===== src/rtl/uart_pkg.sv =====
// Shared UART definitions used by the receive FIFO, transmitter and register block.
// Keeps byte width and default buffer depth consistent across the UART slice.
package uart_pkg;

  localparam int UART_DATA_W        = 8;
  localparam int UART_RX_FIFO_DEPTH = 16;

  typedef logic [7:0] uart_byte_t;

endpackage


===== src/rtl/uart_fifo_mem.sv =====
// Simple dual-port storage: synchronous write, asynchronous (show-ahead) read.
// Contents are deliberately not reset so the array can map onto distributed RAM.
module uart_fifo_mem
  import uart_pkg::*;
#(
  parameter int DATA_W = UART_DATA_W,
  parameter int DEPTH  = UART_RX_FIFO_DEPTH,
  parameter int AW     = $clog2(DEPTH)
) (
  input  logic              clk,
  input  logic              wr_en,
  input  logic [AW-1:0]     wr_addr,
  input  logic [DATA_W-1:0] wr_data,
  input  logic [AW-1:0]     rd_addr,
  output logic [DATA_W-1:0] rd_data
);

  logic [DATA_W-1:0] mem [DEPTH];

  always_ff @(posedge clk) begin
    if (wr_en) mem[wr_addr] <= wr_data;
  end

  assign rd_data = mem[rd_addr];

endmodule


===== src/rtl/uart_rx_fifo.sv =====
// Receive-side byte FIFO: captures receiver strobes, presents a show-ahead read port,
// and reports level, full, threshold interrupt and a sticky overrun flag.
module uart_rx_fifo
  import uart_pkg::*;
#(
  parameter int DATA_W  = UART_DATA_W,
  parameter int DEPTH   = UART_RX_FIFO_DEPTH,
  localparam int LVL_W  = $clog2(DEPTH) + 1
) (
  input  logic              clk,
  input  logic              rst_n,
  input  logic [DATA_W-1:0] wr_data,
  input  logic              wr_valid,
  output logic [DATA_W-1:0] rd_data,
  output logic              rd_valid,
  input  logic              rd_ready,
  input  logic              flush,
  input  logic [LVL_W-1:0]  thresh,
  input  logic              ovr_clr,
  output logic [LVL_W-1:0]  level,
  output logic              full,
  output logic              overrun,
  output logic              thresh_irq
);

  localparam int AW = $clog2(DEPTH);

  logic [AW-1:0] wptr;
  logic [AW-1:0] rptr;
  logic          push;
  logic          pop;
  logic          drop;

  // Read handshake: rd_valid means rd_data holds the head byte; a byte is consumed
  // in every cycle where rd_valid & rd_ready are both high. The write side has no
  // back-pressure: each wr_valid cycle is one byte, dropped (and flagged) when full.
  // Flush takes priority over both sides in the cycle it is asserted.
  assign pop  = rd_valid & rd_ready & ~flush;
  assign push = wr_valid & (~full | pop) & ~flush;
  assign drop = wr_valid & full & ~pop & ~flush;

  uart_fifo_mem #(
    .DATA_W (DATA_W),
    .DEPTH  (DEPTH),
    .AW     (AW)
  ) u_mem (
    .clk     (clk),
    .wr_en   (push),
    .wr_addr (wptr),
    .wr_data (wr_data),
    .rd_addr (rptr),
    .rd_data (rd_data)
  );

  always_ff @(posedge clk or negedge rst_n) begin
    if (!rst_n) begin
      wptr  <= '0;
      rptr  <= '0;
      level <= '0;
    end else if (flush) begin
      wptr  <= '0;
      rptr  <= '0;
      level <= '0;
    end else begin
      if (push) wptr <= wptr + AW'(1);
      if (pop)  rptr <= rptr + AW'(1);
      if (push && !pop)      level <= level + LVL_W'(1);
      else if (pop && !push) level <= level - LVL_W'(1);
    end
  end

  // A new drop outranks a clear in the same cycle so no loss goes unreported.
  always_ff @(posedge clk or negedge rst_n) begin
    if (!rst_n)       overrun <= 1'b0;
    else if (drop)    overrun <= 1'b1;
    else if (ovr_clr) overrun <= 1'b0;
  end

  assign rd_valid   = (level != '0);
  assign full       = (level == LVL_W'(DEPTH));
  assign thresh_irq = (thresh != '0) && (level >= thresh);

endmodule


===== config.mk =====
export PLATFORM = sky130hd
export DESIGN_NAME = uart_rx_fifo
export DESIGN_NICKNAME = d
export VERILOG_FILES = /design/src/rtl/uart_pkg.sv /design/src/rtl/uart_fifo_mem.sv /design/src/rtl/uart_rx_fifo.sv
export SDC_FILE = /design/constraint.sdc
export NUM_CORES = 1
export LEC_CHECK = 0
export BUFFER_PORTS_ARGS = -buffer_cell sky130_fd_sc_hd__clkbuf_2
export CORE_ASPECT_RATIO = 1.5
export CORE_MARGIN = 4
export CORE_UTILIZATION = 45
export CTS_BUF_LIST = sky130_fd_sc_hd__clkbuf_16
export DETAILED_ROUTE_END_ITERATION = 12
export SKIP_CTS_REPAIR_TIMING = 1
export SYNTH_ARGS = -nofsm -noshare
export SYNTH_HDL_FRONTEND = slang
export SYNTH_SLANG_ARGS = --single-unit

===== constraint.sdc =====
create_clock -name clk -period 2.5 [get_ports clk]
set_input_delay 0.375 -clock clk [delete_from_list [all_inputs] [get_ports clk]]
set_output_delay 0.375 -clock clk [all_outputs]
set_load 0.05 [all_outputs]

## Word-level counts from Yosys, hierarchy flattened

Memories as Yosys holds them, arrays and structs flattened.
Index checks and enable logic that the tools add are counted.

| storage, ports and cells | value |
|---|---|
| register bits | 14 |
| memory bits (writable) | 128 |
| input port bits | 19 |
| output and inout bits | 17 |
| memories | 1 |

| operators by class | value |
|---|---|
| add/sub/neg operators | 4 |
| order comparisons | 1 |
| equal/unequal tests | 1 |
| muxes and demuxes | 11 |
| bitwise gates (word level) | 11 |
| reduce and logical (&&, ||, !) cells | 11 |

Memory list:

| memory | words | bits a word | rd ports | clocked after memory_dff | wr ports | line | RTL |
|---|---|---|---|---|---|---|---|
| u_mem.mem | 16 | 8 | 1 | 0 | 1 | uart_fifo_mem.sv:18 | `logic [DATA_W-1:0] mem [DEPTH];` |

Operator list:

| operator | number |
|---|---|
| 4-bit two-way mux | 4 |
| 5-bit two-way mux | 3 |
| 5-bit nonzero test | 2 |
| 4-bit by 1-bit adder with 4-bit output (second input constant) | 2 |
| 1-bit AND | 7 |
| 2-bit nonzero test | 3 |
| 5-bit by 1-bit adder with 5-bit output (second input constant) | 1 |
| 5-bit equality test (second input constant) | 1 |
| 5-bit >= comparator | 1 |
| 5-bit by 1-bit subtractor with 5-bit output (second input constant) | 1 |
| 1-bit two-way mux | 4 |
| 1-bit logical AND | 3 |
| 1-bit NOT | 3 |
| 3-bit nonzero test | 1 |
| 1-bit zero test | 2 |
| 1-bit bitwise OR | 1 |

## Logic depth before layout (Yosys ltp)

Gate-level depths: netlist (run 1).

| logic depth | value |
|---|---|
| depth in word-level cells | 11 |
| mapped depth | 8 |

## Modules after synthesis

A second synthesis (run 1) with hierarchy kept.

| unflattened totals | value |
|---|---|
| cells, all modules | 328 |
| area total of the unflattened synthesis | 6017.0 um2 |

Modules (own cells, without submodules):

| module | instances | cells each | area each (um2) |
|---|---|---|---|
| uart_fifo_mem | 1 | 221 | 4987.3 |
| uart_rx_fifo | 1 | 107 | 1029.7 |

## Worst setup path after synthesis (run 1)

Ideal clock, no wire load.

| timing path | value |
|---|---|
| path type | reg2reg |
| start point | reg level[0] |
| end point | reg level[4] |
| library setup time | 73 ps |
| arrival time | 2659 ps |
| required time | 2427 ps |
| setup slack | -233 ps |
| cell stages (with the launch flop) | 9 |
| path buffers | 0 |
| period minus slack after synthesis | 2733 ps |
| cell sequence | dfrtp_1 -> or4_4 -> o211ai_2 -> ha_1 -> a21o_1 -> a21oi_1 -> xor2_1 -> or3_1 -> a21oi_2 |

| on the way | value |
|---|---|
| longest elaborated chain between the ends | 9 |
| elaborated cells on any way between the ends | 18 |
| classes of those cells | 2 x add/sub; 1 x eq/ne; 3 x mux; 6 x bitwise; 6 x reduce/logical |

Ends and longest elaborated chain:

| item | line | RTL |
|---|---|---|
| start: declaration | uart_rx_fifo.sv:20 | `output logic [LVL_W-1:0] level,` |
| start signal: assignment | uart_rx_fifo.sv:67 | `if (push && !pop) level <= level + LVL_W'(1);` |
| start signal: assignment | uart_rx_fifo.sv:68 | `else if (pop && !push) level <= level - LVL_W'(1);` |
| 5-bit nonzero test | uart_rx_fifo.sv:79 | `assign rd_valid = (level != '0);` |
| 1-bit AND (2 in a row) | uart_rx_fifo.sv:38 | `assign pop = rd_valid & rd_ready & ~flush;` |
| 1-bit bitwise OR | uart_rx_fifo.sv:39 | `assign push = wr_valid & (~full \| pop) & ~flush;` |
| 1-bit AND (2 in a row) | uart_rx_fifo.sv:39 |  |
| 1-bit logical AND or 1-bit zero test (tied branches) | uart_rx_fifo.sv:67, uart_rx_fifo.sv:68 |  |
| 5-bit two-way mux or 1-bit logical AND (tied branches) | uart_rx_fifo.sv:67, uart_rx_fifo.sv:68 |  |
| 5-bit two-way mux or 3-bit nonzero test (tied branches) | n/a |  |

Several ways; a longest one is shown, not always the timed one. The select of a mux whose other input is x is not followed.
A chain may end at the register's enable or synchronous reset.

## Final worst setup path (run 1)

| timing path | value |
|---|---|
| start point | reg rptr[0] |
| end point | out rd_data[3] |

| on the way | value |
|---|---|
| longest elaborated chain between the ends | 1 |

Ends and longest elaborated chain:

| item | line | RTL |
|---|---|---|
| start: declaration | uart_rx_fifo.sv:29 | `logic [AW-1:0] rptr;` |
| start signal: assignment | uart_rx_fifo.sv:66 | `if (pop) rptr <= rptr + AW'(1);` |
| memory read 16 x 8 bit | n/a |  |
| end: declaration | uart_rx_fifo.sv:14 | `output logic [DATA_W-1:0] rd_data,` |

No other way between the ends.

==> flow_metrics.env, run 1 <==
export IMPL_fin_crit_sh_pct=105
export IMPL_yosys_top_cells_area="sky130_fd_sc_hd__edfxtp_1 65%, sky130_fd_sc_hd__mux4_2 15%, sky130_fd_sc_hd__dfrtp_1 5.9%"
export IMPL_timing_worst_slew_pin_value_ns=0.992
export IMPL_synth_cells=307
export IMPL_fin_total_pwr_mw=7.96
export IMPL_cap_viol_max_count=0
export IMPL_synth_cell_type_count=36
export IMPL_routed_via_density=5.50
export IMPL_cp_max_fo=7
export IMPL_p_comb_share_pct=35.1
export IMPL_status="finished with violations"
export IMPL_worst_clock_skew_ns=0.00589
export IMPL_share_of_post_route_cells_with_drive_strength_above_1_pct=39.5
export IMPL_vias=3048
export IMPL_synth_yosys_warnings=0
export IMPL_share_clk_of_total_power_pct=30.3
export IMPL_routed_wirelength_um=12100
export IMPL_post_synth_cell_area_avg_um2=19.3
export IMPL_p_leak_nw=2.55
export IMPL_cp_slowest_cell="sky130_fd_sc_hd__mux4_2"
export IMPL_worst_path_largest_cell_delay_ns=0.53
export IMPL_powerDensity_nw_per_um2=1090
export IMPL_io_buffer_count=35
export IMPL_number_of_antenna_violations_at_the_first_check_in_global_routing=0
export IMPL_finalWeightedCongestion=0.809
export IMPL_hold_violations_final=0
export IMPL_clk_pin_slew_ns=0.06
export IMPL_achievable_frequency_ghz=0.380
export IMPL_worstPathArrival_ns=2.25
export IMPL_layout_filler_cells=1003
export IMPL_hold_class="in2reg"
export IMPL_post_layout_nonfiller_instances=554
export IMPL_synth_top_area_cell="sky130_fd_sc_hd__edfxtp_1"
export IMPL_timing_critical_path_from_type="flop"
export IMPL_net_switching_power_mw=2.47
export IMPL_post_synth_most_frequent_cells="128 x sky130_fd_sc_hd__edfxtp_1, 40 x sky130_fd_sc_hd__mux4_2, 26 x sky130_fd_sc_hd__nor2_1"
export IMPL_tritoncts_clock_tree="done"
export IMPL_core_area_um2=13000
export IMPL_antenna_cells=0
export IMPL_syn_cell_area_um2=5940
export IMPL_area_growth_syn_to_layout_pct=22.9
export IMPL_start_util_pct=45.8
export IMPL_finalMaxSlewViolations=0
export IMPL_ys_dominant_reg_cell="sky130_fd_sc_hd__edfxtp_1"
export IMPL_most_frequently_used_cell_type_in_the_post_synthesis_netlist="sky130_fd_sc_hd__edfxtp_1"
export IMPL_netSwitchingFraction_pct=31.0
export IMPL_timing_slew_headroom_pct=33.6
export IMPL_grt_overflow_total=0
export IMPL_grt_max_degree=26
export IMPL_worstPathCellList="buf_12, buf_12, mux4_2, mux4_2, buf_6"
export IMPL_design_final_nets=416
export IMPL_cts_made_buffers=17
export IMPL_setup_tns_ns=-0.972
export IMPL_finalSetupViolations=9
export IMPL_first_pass_grt_wire_length_um=18800
export IMPL_synth_sequential_area_ratio_pct=70.7
export IMPL_min_period_ns=2.63
export IMPL_ctsHtreeMaxLevel=4
export IMPL_grt_total_usage_pct=17.5
export IMPL_detail_route_antenna_nets=0
export IMPL_pin_count=36
export IMPL_layout_setup_ws_ns=-0.129
export IMPL_numPlacedInstances=509
export IMPL_critPathKind="reg2out"
export IMPL_count_of_flip_flops_with_a_built_in_enable_after_synthesis=128
export IMPL_clockRootBuffer="sky130_fd_sc_hd__clkbuf_16"
export IMPL_power_internal_mw=5.49
export IMPL_cp_num_buf_inv=3
export IMPL_wire_per_inst_um=21.8
export IMPL_failed_checks="setup timing"
export IMPL_cp_top_family="multiplexers"
export IMPL_number_of_design_rule_violations_left_after_detail_routing=0
export IMPL_synth_net_count=341
export IMPL_power_share_sequential_pct=34.5
export IMPL_cts_path_max_buffers=2
export IMPL_clock_insertion_delay_worst_skew_ns=0.41
export IMPL_synth_top_area_share_pct=64.8
export IMPL_ys_seq_elements=142
export IMPL_critPathCaptureType="output port"
export IMPL_vdd_ir_drop_worst_mv=0.732
export IMPL_clock_sinks=142
export IMPL_final_hold_worst_slack_ns=0.167
export IMPL_design_die_area_um2=15100
export IMPL_post_dp_hpwl_um=8140
export IMPL_grt_pass1_vias=3285
export IMPL_first_pass_iters=4
export IMPL_grt_setup_unrepaired="true"
export IMPL_required_ns=2.12
export IMPL_asyncSetResetFlopFracSynth_pct=9.86
export IMPL_detail_route_iter0_violations=133
export IMPL_row_count=51
export IMPL_die_w_um=102
export IMPL_dieHeight_um=149
[layout by cell type (no fill, tap or decap), drive strengths merged, types with 2 or more instances in the layout]
| cell type | synthesis | routed |
|---|---|---|
| o22ai | 2 | 2 |
| mux4 | 40 | 40 |
| a21boi | 2 | 2 |
| xor2 | 7 | 7 |
| nor2 | 26 | 26 |
| nor3 | 4 | 4 |
| mux2i | 4 | 4 |
| clkbuf | 7 | 45 |
| o21ai | 2 | 2 |
| nand2 | 11 | 11 |
| a21oi | 6 | 6 |
| buf | 6 | 40 |
| nand2b | 4 | 4 |
| nor2b | 2 | 2 |
| xnor2 | 3 | 3 |
| inv | 11 | 16 |
| clkinvlp | 0 | 3 |
| clkinv | 0 | 5 |
| dfrtp | 14 | 14 |
| or4 | 2 | 2 |
| edfxtp | 128 | 128 |
| bufinv | 0 | 2 |
| o211ai | 2 | 2 |
| ha | 14 | 14 |
| nand4 | 2 | 2 |
[sequential cells by signal, indices dropped and copies added, names as in the netlist]
signal,count
overrun,1
level,5
wptr,4
rptr,4
u_mem.mem,128
[per-layer routing]
| layer | wire length, um | part of all wire, % | vias up | GRT usage [%] |
|---|---|---|---|---|
| met5 | 0 | 0 | - | 0 |
| met4 | 299 | 2.5 | 0 | 8.65 |
| met3 | 452 | 3.7 | 19 | 3.43 |
| met2 | 6710 | 56 | 64 | 29.9 |
| met1 | 4620 | 38 | 1587 | 20.7 |
| li1 | - | - | 1378 | - |
[layout make-up]
type / instances / area (um^2) / area share, %
multi-input combinational: 141 / 1670 / 22.9
timing repair buffer: 69 / 603 / 8.27
tap: 159 / 199 / 2.73
clock buffer: 17 / 425 / 5.83
sequential: 142 / 4200 / 57.6
clock inverter: 15 / 148 / 2.02
inverter: 11 / 43.8 / 0.600
[path summary, 6_finish.rpt]
check	start	to	slack (ns)	cells past startpoint
min reg2reg	overrun$_DFFE_PN0P_	overrun$_DFFE_PN0P_	0.54	2
max	rptr[0]$_DFFE_PN0P_	rd_data[3]	-0.13	5
min	ovr_clr	overrun$_DFFE_PN0P_	0.17	2
max in group asynchronous	rst_n	level[0]$_DFFE_PN0P_	1.75	2
max reg2reg	level[0]$_DFFE_PN0P_	level[4]$_DFFE_PN0P_	-0.08	9
min in group asynchronous	rst_n	overrun$_DFFE_PN0P_	0.43	2
[metrics by stage]
| stage | setup slack (ns) | utilization, % | instance area (um^2) |
|---|---|---|---|
| after floorplan | -0.0523 | - | 5980 |
| after global placement | 0.0479 | 50.1 | 6490 |
| after detailed placement | 0.00411 | 50.1 | 6490 |
| after CTS | -0.278 | 54.5 | 7060 |
| after global routing | -0.187 | 56.3 | 7290 |
| final | -0.129 | 56.3 | 7290 |
[kinds of logic after synthesis]
family	count (synthesis)	share of synthesized area, %
flops	142	70.7
simple gates	54	4.24
mux	44	15.9
buf+inv	24	1.98
fa+ha+maj	15	3.29
compound gates	18	2.51
xor+xnor	10	1.48
[power by group through the flow]
stage          Clock, mW  Sequential, mW  Combinational [mW]
2_1_floorplan          0            2.97                1.62
3_3_place_gp           0            2.82                2.41
3_5_place_dp           0            2.82                2.43
4_1_cts             2.46            2.77                2.44
5_1_grt             2.57            2.76                3.00
6_report            2.41            2.75                2.80
(Power assumes the default switching activity.)
==> inputs of run 2 (changes only) <==
PLACE_DENSITY = 0.62   (was unset)
SYNTH_HIERARCHICAL = 1   (was unset)
==> run 2 against run 1 <==
  * The flow still finishes with violations (setup timing)
  * Largest cell class unchanged
  * Global-route usage shrank 0.25 points
  * Setup slack lost 0.093 ns
  * Sequential cell count is the same
  * Fmax shrank 3.4%
  * Design area grew 3.8%
  * Cell count grew 5.4%
  * Critical path depth grew 3
==> flow_metrics.env, run 2 <==
export IMPL_status="finished with violations"
export IMPL_failed_checks="setup timing"
export IMPL_finalMaxSlewViolations=0
export IMPL_ys_dominant_reg_cell="sky130_fd_sc_hd__edfxtp_1"
export IMPL_count_of_flip_flops_with_a_built_in_enable_after_synthesis=128
export IMPL_layout_top_registers="u_mem/mem x128, level x5"
export IMPL_leading_cell_type_in_the_layout_fill_and_taps_excluded="sky130_fd_sc_hd__edfxtp_1"
export IMPL_timing_critical_path_from_type="flop"
export IMPL_first_pass_grt_wire_length_um=18800
export IMPL_design_die_area_um2=15300
export IMPL_tritoncts_clock_tree="done"
export IMPL_most_frequently_used_cell_type_in_the_post_synthesis_netlist="sky130_fd_sc_hd__edfxtp_1"
export IMPL_grt_setup_unrepaired="true"
export IMPL_achievable_frequency_ghz=0.367
export IMPL_worst_r2r_cell_count=8
export IMPL_layout_cells_most_common_list="128 x sky130_fd_sc_hd__edfxtp_1, 30 x sky130_fd_sc_hd__buf_4, 28 x sky130_fd_sc_hd__mux4_2"
export IMPL_r2r_end="level[4]$_DFFE_PN0P_"
export IMPL_vdd_ir_drop_worst_mv=0.634
export IMPL_rrSetupSlack_ns=-0.22
export IMPL_synth_top_area_cell="sky130_fd_sc_hd__edfxtp_1"
export IMPL_yosys_top_cells_area="sky130_fd_sc_hd__edfxtp_1 64%, sky130_fd_sc_hd__mux4_2 6.7%, sky130_fd_sc_hd__mux4_1 6.1%"
export IMPL_whs_endpoint="overrun$_DFFE_PN0P_"
export IMPL_ys_seq_elements=142
export IMPL_p_leak_nw=2.64
export IMPL_post_layout_nonfiller_instances=584
export IMPL_fin_total_pwr_mw=7.71
export IMPL_post_route_util_pct=58.2
export IMPL_post_synth_most_frequent_cells="128 x sky130_fd_sc_hd__edfxtp_1, 26 x sky130_fd_sc_hd__nor2_1, 18 x sky130_fd_sc_hd__mux4_2"
export IMPL_grt_total_usage_pct=17.2
export IMPL_routed_via_density=5.55
export IMPL_holdPathStages=2
export IMPL_fin_crit_sh_pct=109
export IMPL_detail_route_antenna_nets=0
export IMPL_synth_yosys_warnings=6
export IMPL_ctsHtreeMaxLevel=4
export IMPL_powerDensity_nw_per_um2=1020
export IMPL_pin_count=36
export IMPL_critPathKind="reg2reg"
export IMPL_numPlacedInstances=536
export IMPL_layout_filler_cells=1024
export IMPL_synth_top_area_share_pct=63.9
export IMPL_start_util_pct=46.2
export IMPL_number_of_antenna_violations_at_the_first_check_in_global_routing=0
export IMPL_registers_top_by_ff_count="u_mem/mem"
export IMPL_layout_setup_ws_ns=-0.222
export IMPL_cp_max_fo=4
export IMPL_dieHeight_um=150
export IMPL_worstPathArrival_ns=3.06
export IMPL_timing_slew_headroom_pct=38.4
export IMPL_syn_cell_area_um2=6020
export IMPL_detail_route_iter0_violations=152
export IMPL_largest_register_ff_count=128
export IMPL_first_pass_iters=4
export IMPL_post_synth_cell_area_avg_um2=18.3
export IMPL_cts_path_max_buffers=2
export IMPL_cts_made_buffers=17
export IMPL_grt_max_degree=33
export IMPL_design_final_nets=443
export IMPL_timing_worst_slew_pin_value_ns=0.920
export IMPL_synth_cell_type_count=46
export IMPL_share_of_post_route_cells_with_drive_strength_above_1_pct=42.6
export IMPL_area_growth_syn_to_layout_pct=25.8
export IMPL_die_w_um=102
export IMPL_hold_class="in2reg"
export IMPL_final_hold_worst_slack_ns=0.165
export IMPL_core_area_um2=13000
export IMPL_post_dp_hpwl_um=8270
export IMPL_routed_wirelength_um=12600
export IMPL_grt_overflow_total=0
export IMPL_row_count=51
export IMPL_vias=3243
export IMPL_finalSetupViolations=10
export IMPL_min_delay_start="ovr_clr"
export IMPL_io_buffer_count=35
export IMPL_synth_net_count=359
export IMPL_min_period_ns=2.72
export IMPL_worst_clock_skew_ns=0.00470
export IMPL_synth_sequential_area_ratio_pct=69.7
export IMPL_clk_pin_slew_ns=0.06
export IMPL_dp_worst_setup_slack_ns=-0.329
export IMPL_hold_violations_final=0
export IMPL_clockRootBuffer="sky130_fd_sc_hd__clkbuf_16"
export IMPL_clock_sinks=142
export IMPL_required_ns=2.83
export IMPL_cap_viol_max_count=0
export IMPL_critPathCaptureType="flop"
export IMPL_number_of_design_rule_violations_left_after_detail_routing=0
export IMPL_grt_pass1_vias=3434
export IMPL_asyncSetResetFlopFracSynth_pct=9.86
export IMPL_clock_insertion_delay_worst_skew_ns=0.41
export IMPL_finalWeightedCongestion=0.785
export IMPL_antenna_cells=0
export IMPL_launching_point_of_the_worst_reg2reg_path="level[0]$_DFFE_PN0P_"
export IMPL_wire_per_inst_um=21.7
export IMPL_synth_cells=328
## run 2: cell types whose count changed after synthesis, moves of 4 or more
cell                       previous run  this run
sky130_fd_sc_hd__clkbuf_1             7         2
sky130_fd_sc_hd__mux4_1               0        14
sky130_fd_sc_hd__mux4_2              40        18
sky130_fd_sc_hd__a22oi_1              0        16
sky130_fd_sc_hd__buf_2                1         5
sky130_fd_sc_hd__o211ai_1             0         4
sky130_fd_sc_hd__xor2_1               7         3
## run 2: layout make-up
| class | count | area, um^2 | share of cell area, % |
|---|---|---|---|
| multi-input cells | 164 | 1860 | 24.6 |
| flip-flops and latches | 142 | 4200 | 55.5 |
| repair buffers | 79 | 667 | 8.81 |
| clock inverters | 15 | 193 | 2.54 |
| well taps | 159 | 199 | 2.63 |
| inverters | 8 | 30.0 | 0.397 |
| clock buffers | 17 | 425 | 5.62 |
## run 2: metal layers
metal  share of wire [%]  vias up  wire length (um)  GRT usage [%]
li1                    -     1490                 -              -
met4                 1.1        0               133           5.12
met3                 3.6       12               457           3.73
met2                  57       76              7200           32.5
met5                   0        -                 0              0
met1                  38     1665              4850           18.9
## run 2: kinds of logic (layout without fill, tap and decap cells)
| logic type | Yosys count | after routing | share of synthesized area [%] |
|---|---|---|---|
| xor+xnor | 8 | 8 | 1.16 |
| mux | 38 | 38 | 13.9 |
| flops | 142 | 142 | 69.7 |
| fa+ha+maj | 12 | 12 | 2.62 |
| buf+inv | 22 | 119 | 2.23 |
| compound gates | 37 | 37 | 4.51 |
| simple gates | 69 | 69 | 5.86 |
## run 2: worst max-delay path by stage
stage / depth (start not counted) / start / endpoint / slack, ns
floorplan: 9 / level[0]$_DFFE_PN0P_ / level[4]$_DFFE_PN0P_ / -0.52
global placement: 8 / level[0]$_DFFE_PN0P_ / level[4]$_DFFE_PN0P_ / -0.27
detailed placement: 8 / level[0]$_DFFE_PN0P_ / level[4]$_DFFE_PN0P_ / -0.33
CTS: 8 / level[0]$_DFFE_PN0P_ / level[4]$_DFFE_PN0P_ / -0.35
global route: 8 / level[0]$_DFFE_PN0P_ / level[4]$_DFFE_PN0P_ / -0.30
finish: 8 / level[0]$_DFFE_PN0P_ / level[4]$_DFFE_PN0P_ / -0.22
## run 2: metrics by stage
step / instance area [um^2] / TNS [ns]
2_1_floorplan: 6110 / -2.02
3_3_place_gp: 6610 / -0.495
3_5_place_dp: 6610 / -0.572
4_1_cts: 7220 / -1.85
5_1_grt: 7570 / -1.68
6_report: 7570 / -0.791
## run 2: critical path, cell delays in order, from the launching register on
cell                       delay, ns
sky130_fd_sc_hd__dfrtp_2        0.40
sky130_fd_sc_hd__or4_4          0.54
sky130_fd_sc_hd__o21a_4         0.21
sky130_fd_sc_hd__or3_4          0.37
sky130_fd_sc_hd__ha_4           0.30
sky130_fd_sc_hd__a211oi_4       0.07
sky130_fd_sc_hd__or4_4          0.49
sky130_fd_sc_hd__a21o_1         0.17
sky130_fd_sc_hd__a21oi_1        0.11
## run 2: report_power, final
group          switching, mW  internal [mW]  leakage (nW)
clock                  0.924           1.66         0.290
combinational           1.24           1.14          1.01
sequential            0.0773           2.66          1.34
==> inputs of run 3 (changes only) <==
--- a/config.mk
+++ b/config.mk
@@ -9,3 +9,3 @@
 export CORE_ASPECT_RATIO = 1.5
-export CORE_MARGIN = 4
+export CORE_MARGIN = 2
 export CORE_UTILIZATION = 45
--- a/constraint.sdc
+++ b/constraint.sdc
@@ -3,2 +3,2 @@
 set_output_delay 0.375 -clock clk [all_outputs]
-set_load 0.05 [all_outputs]
+set_load 0.02 [all_outputs]
==> run 3 against run 2 <==
  * The flow still finishes with violations (setup timing)
  * Non-clock buffer count grew 3
  * Cell count increased by 0.51%
  * Setup slack got worse by 0.027 ns
==> flow_metrics.env, run 3 (synthesis gave the netlist of run 2 again) <==
export IMPL_core_area_um2=13000
export IMPL_grt_max_degree=36
export IMPL_fin_crit_sh_pct=110
export IMPL_timing_slew_headroom_pct=32.1
export IMPL_cap_viol_max_count=0
export IMPL_vdd_ir_drop_worst_mv=0.555
export IMPL_first_pass_iters=4
export IMPL_rrSetupSlack_ns=-0.25
export IMPL_layout_setup_ws_ns=-0.249
export IMPL_finalSetupViolations=4
export IMPL_tritoncts_clock_tree="done"
export IMPL_row_count=51
export IMPL_vias=3336
export IMPL_powerDensity_nw_per_um2=976
export IMPL_pin_count=36
export IMPL_grt_total_usage_pct=17.6
export IMPL_cp_max_fo=4
export IMPL_achievable_frequency_ghz=0.364
export IMPL_final_hold_worst_slack_ns=0.159
export IMPL_setup_tns_ns=-0.407
export IMPL_finalMaxSlewViolations=0
export IMPL_finalWeightedCongestion=0.801
export IMPL_netSwitchingFraction_pct=26.2
export IMPL_clockRootBuffer="sky130_fd_sc_hd__clkbuf_16"
export IMPL_die_w_um=98.4
export IMPL_cts_path_max_buffers=2
export IMPL_min_period_ns=2.75
export IMPL_leading_cell_type_in_the_layout_fill_and_taps_excluded="sky130_fd_sc_hd__edfxtp_1"
export IMPL_io_buffer_count=35
export IMPL_routed_wirelength_um=12300
export IMPL_clock_sinks=142
export IMPL_required_ns=2.79
export IMPL_failed_checks="setup timing"
export IMPL_number_of_design_rule_violations_left_after_detail_routing=0
export IMPL_start_util_pct=46.2
export IMPL_grt_overflow_total=0
export IMPL_net_switching_power_mw=1.92
export IMPL_timing_worst_slew_pin_value_ns=1.01
export IMPL_worst_clock_skew_ns=0.00501
export IMPL_power_share_sequential_pct=37.2
export IMPL_status="finished with violations"
export IMPL_layout_filler_cells=1010
export IMPL_first_pass_grt_wire_length_um=18700
export IMPL_largest_register_ff_count=128
export IMPL_clk_pin_slew_ns=0.06
export IMPL_registers_top_by_ff_count="u_mem/mem"
export IMPL_fin_total_pwr_mw=7.33
export IMPL_critPathKind="reg2reg"
export IMPL_wire_per_inst_um=21.0
export IMPL_dieHeight_um=146
export IMPL_post_layout_nonfiller_instances=587
export IMPL_cts_made_buffers=17
export IMPL_grt_setup_unrepaired="true"
export IMPL_area_growth_syn_to_layout_pct=24.7
export IMPL_routed_via_density=5.68
export IMPL_share_clk_of_total_power_pct=34.8
export IMPL_layout_top_registers="u_mem/mem x128, level x5"
export IMPL_p_comb_share_pct=28.0
export IMPL_design_final_nets=446
export IMPL_power_internal_mw=5.41
export IMPL_share_of_post_route_cells_with_drive_strength_above_1_pct=40.9
export IMPL_hold_class="in2reg"
export IMPL_numPlacedInstances=540
export IMPL_critPathCaptureType="flop"
export IMPL_grt_pass1_vias=3345
export IMPL_layout_cells_most_common_list="128 x sky130_fd_sc_hd__edfxtp_1, 36 x sky130_fd_sc_hd__buf_4, 27 x sky130_fd_sc_hd__clkbuf_2"
export IMPL_antenna_cells=0
export IMPL_detail_route_iter0_violations=285
export IMPL_post_route_util_pct=57.7
export IMPL_timing_critical_path_from_type="flop"
export IMPL_ctsHtreeMaxLevel=4
export IMPL_clock_insertion_delay_worst_skew_ns=0.41
export IMPL_worstPathArrival_ns=3.04
export IMPL_design_die_area_um2=14300
export IMPL_hold_violations_final=0
export IMPL_number_of_antenna_violations_at_the_first_check_in_global_routing=0
export IMPL_p_leak_nw=2.67
export IMPL_post_dp_hpwl_um=8150
export IMPL_detail_route_antenna_nets=0
run 3: worst max-delay path, stage by stage, from the launching register on:
cell	delay, ns
sky130_fd_sc_hd__dfrtp_2	0.40
sky130_fd_sc_hd__or4_4	0.55
sky130_fd_sc_hd__o21a_4	0.21
sky130_fd_sc_hd__or3_4	0.37
sky130_fd_sc_hd__ha_4	0.30
sky130_fd_sc_hd__a211oi_4	0.07
sky130_fd_sc_hd__or4_4	0.48
sky130_fd_sc_hd__a31oi_1	0.17
sky130_fd_sc_hd__a21oi_1	0.09
run 3: per-layer routing:
| layer | global-route usage (%) | up-vias | part of all wire [%] | wire (um) |
|---|---|---|---|---|
| met5 | 0 | - | 0 | 0 |
| met4 | 5.96 | 0 | 1.3 | 162 |
| met3 | 3.79 | 12 | 3.9 | 479 |
| met2 | 31.2 | 97 | 56 | 6840 |
| met1 | 21.0 | 1733 | 39 | 4840 |
| li1 | - | 1494 | - | - |
run 3: stage by stage:
step / setup WS (ns) / area (um^2)
2_1_floorplan: -0.450 / 6060
3_3_place_gp: -0.271 / 6610
3_5_place_dp: -0.323 / 6610
4_1_cts: -0.340 / 7210
5_1_grt: -0.349 / 7500
6_report: -0.249 / 7500
run 3: power by group through the flow:
stage	sequential, mW	clock [mW]	combinational, mW
floorplan	2.83	0	1.07
global placement	2.78	0	1.65
detailed placement	2.78	0	1.67
CTS	2.73	2.59	1.67
global route	2.73	2.71	2.23
finish	2.72	2.55	2.05
run 3: final timing paths:
| check | from | endpoint | cells after the start |
|---|---|---|---|
| worst min register to register | overrun$_DFFE_PN0P_ | overrun$_DFFE_PN0P_ | 2 |
| worst min-delay path | ovr_clr | overrun$_DFFE_PN0P_ | 2 |
| worst max-delay path | level[0]$_DFFE_PN0P_ | level[4]$_DFFE_PN0P_ | 8 |
| max in group asynchronous | rst_n | level[0]$_DFFE_PN0P_ | 2 |
| min in group asynchronous | rst_n | overrun$_DFFE_PN0P_ | 2 |
| worst max register to register | level[0]$_DFFE_PN0P_ | level[4]$_DFFE_PN0P_ | 8 |
run 3: layout make-up:
| type | count | area, um^2 | area share (%) |
|---|---|---|---|
| clock buffers | 17 | 425 | 5.67 |
| clock inverters | 15 | 180 | 2.40 |
| inverters | 8 | 30.0 | 0.400 |
| multi-input cells | 164 | 1820 | 24.2 |
| flip-flops and latches | 142 | 4200 | 56.0 |
| well taps | 159 | 199 | 2.65 |
| repair buffers | 82 | 652 | 8.69 |
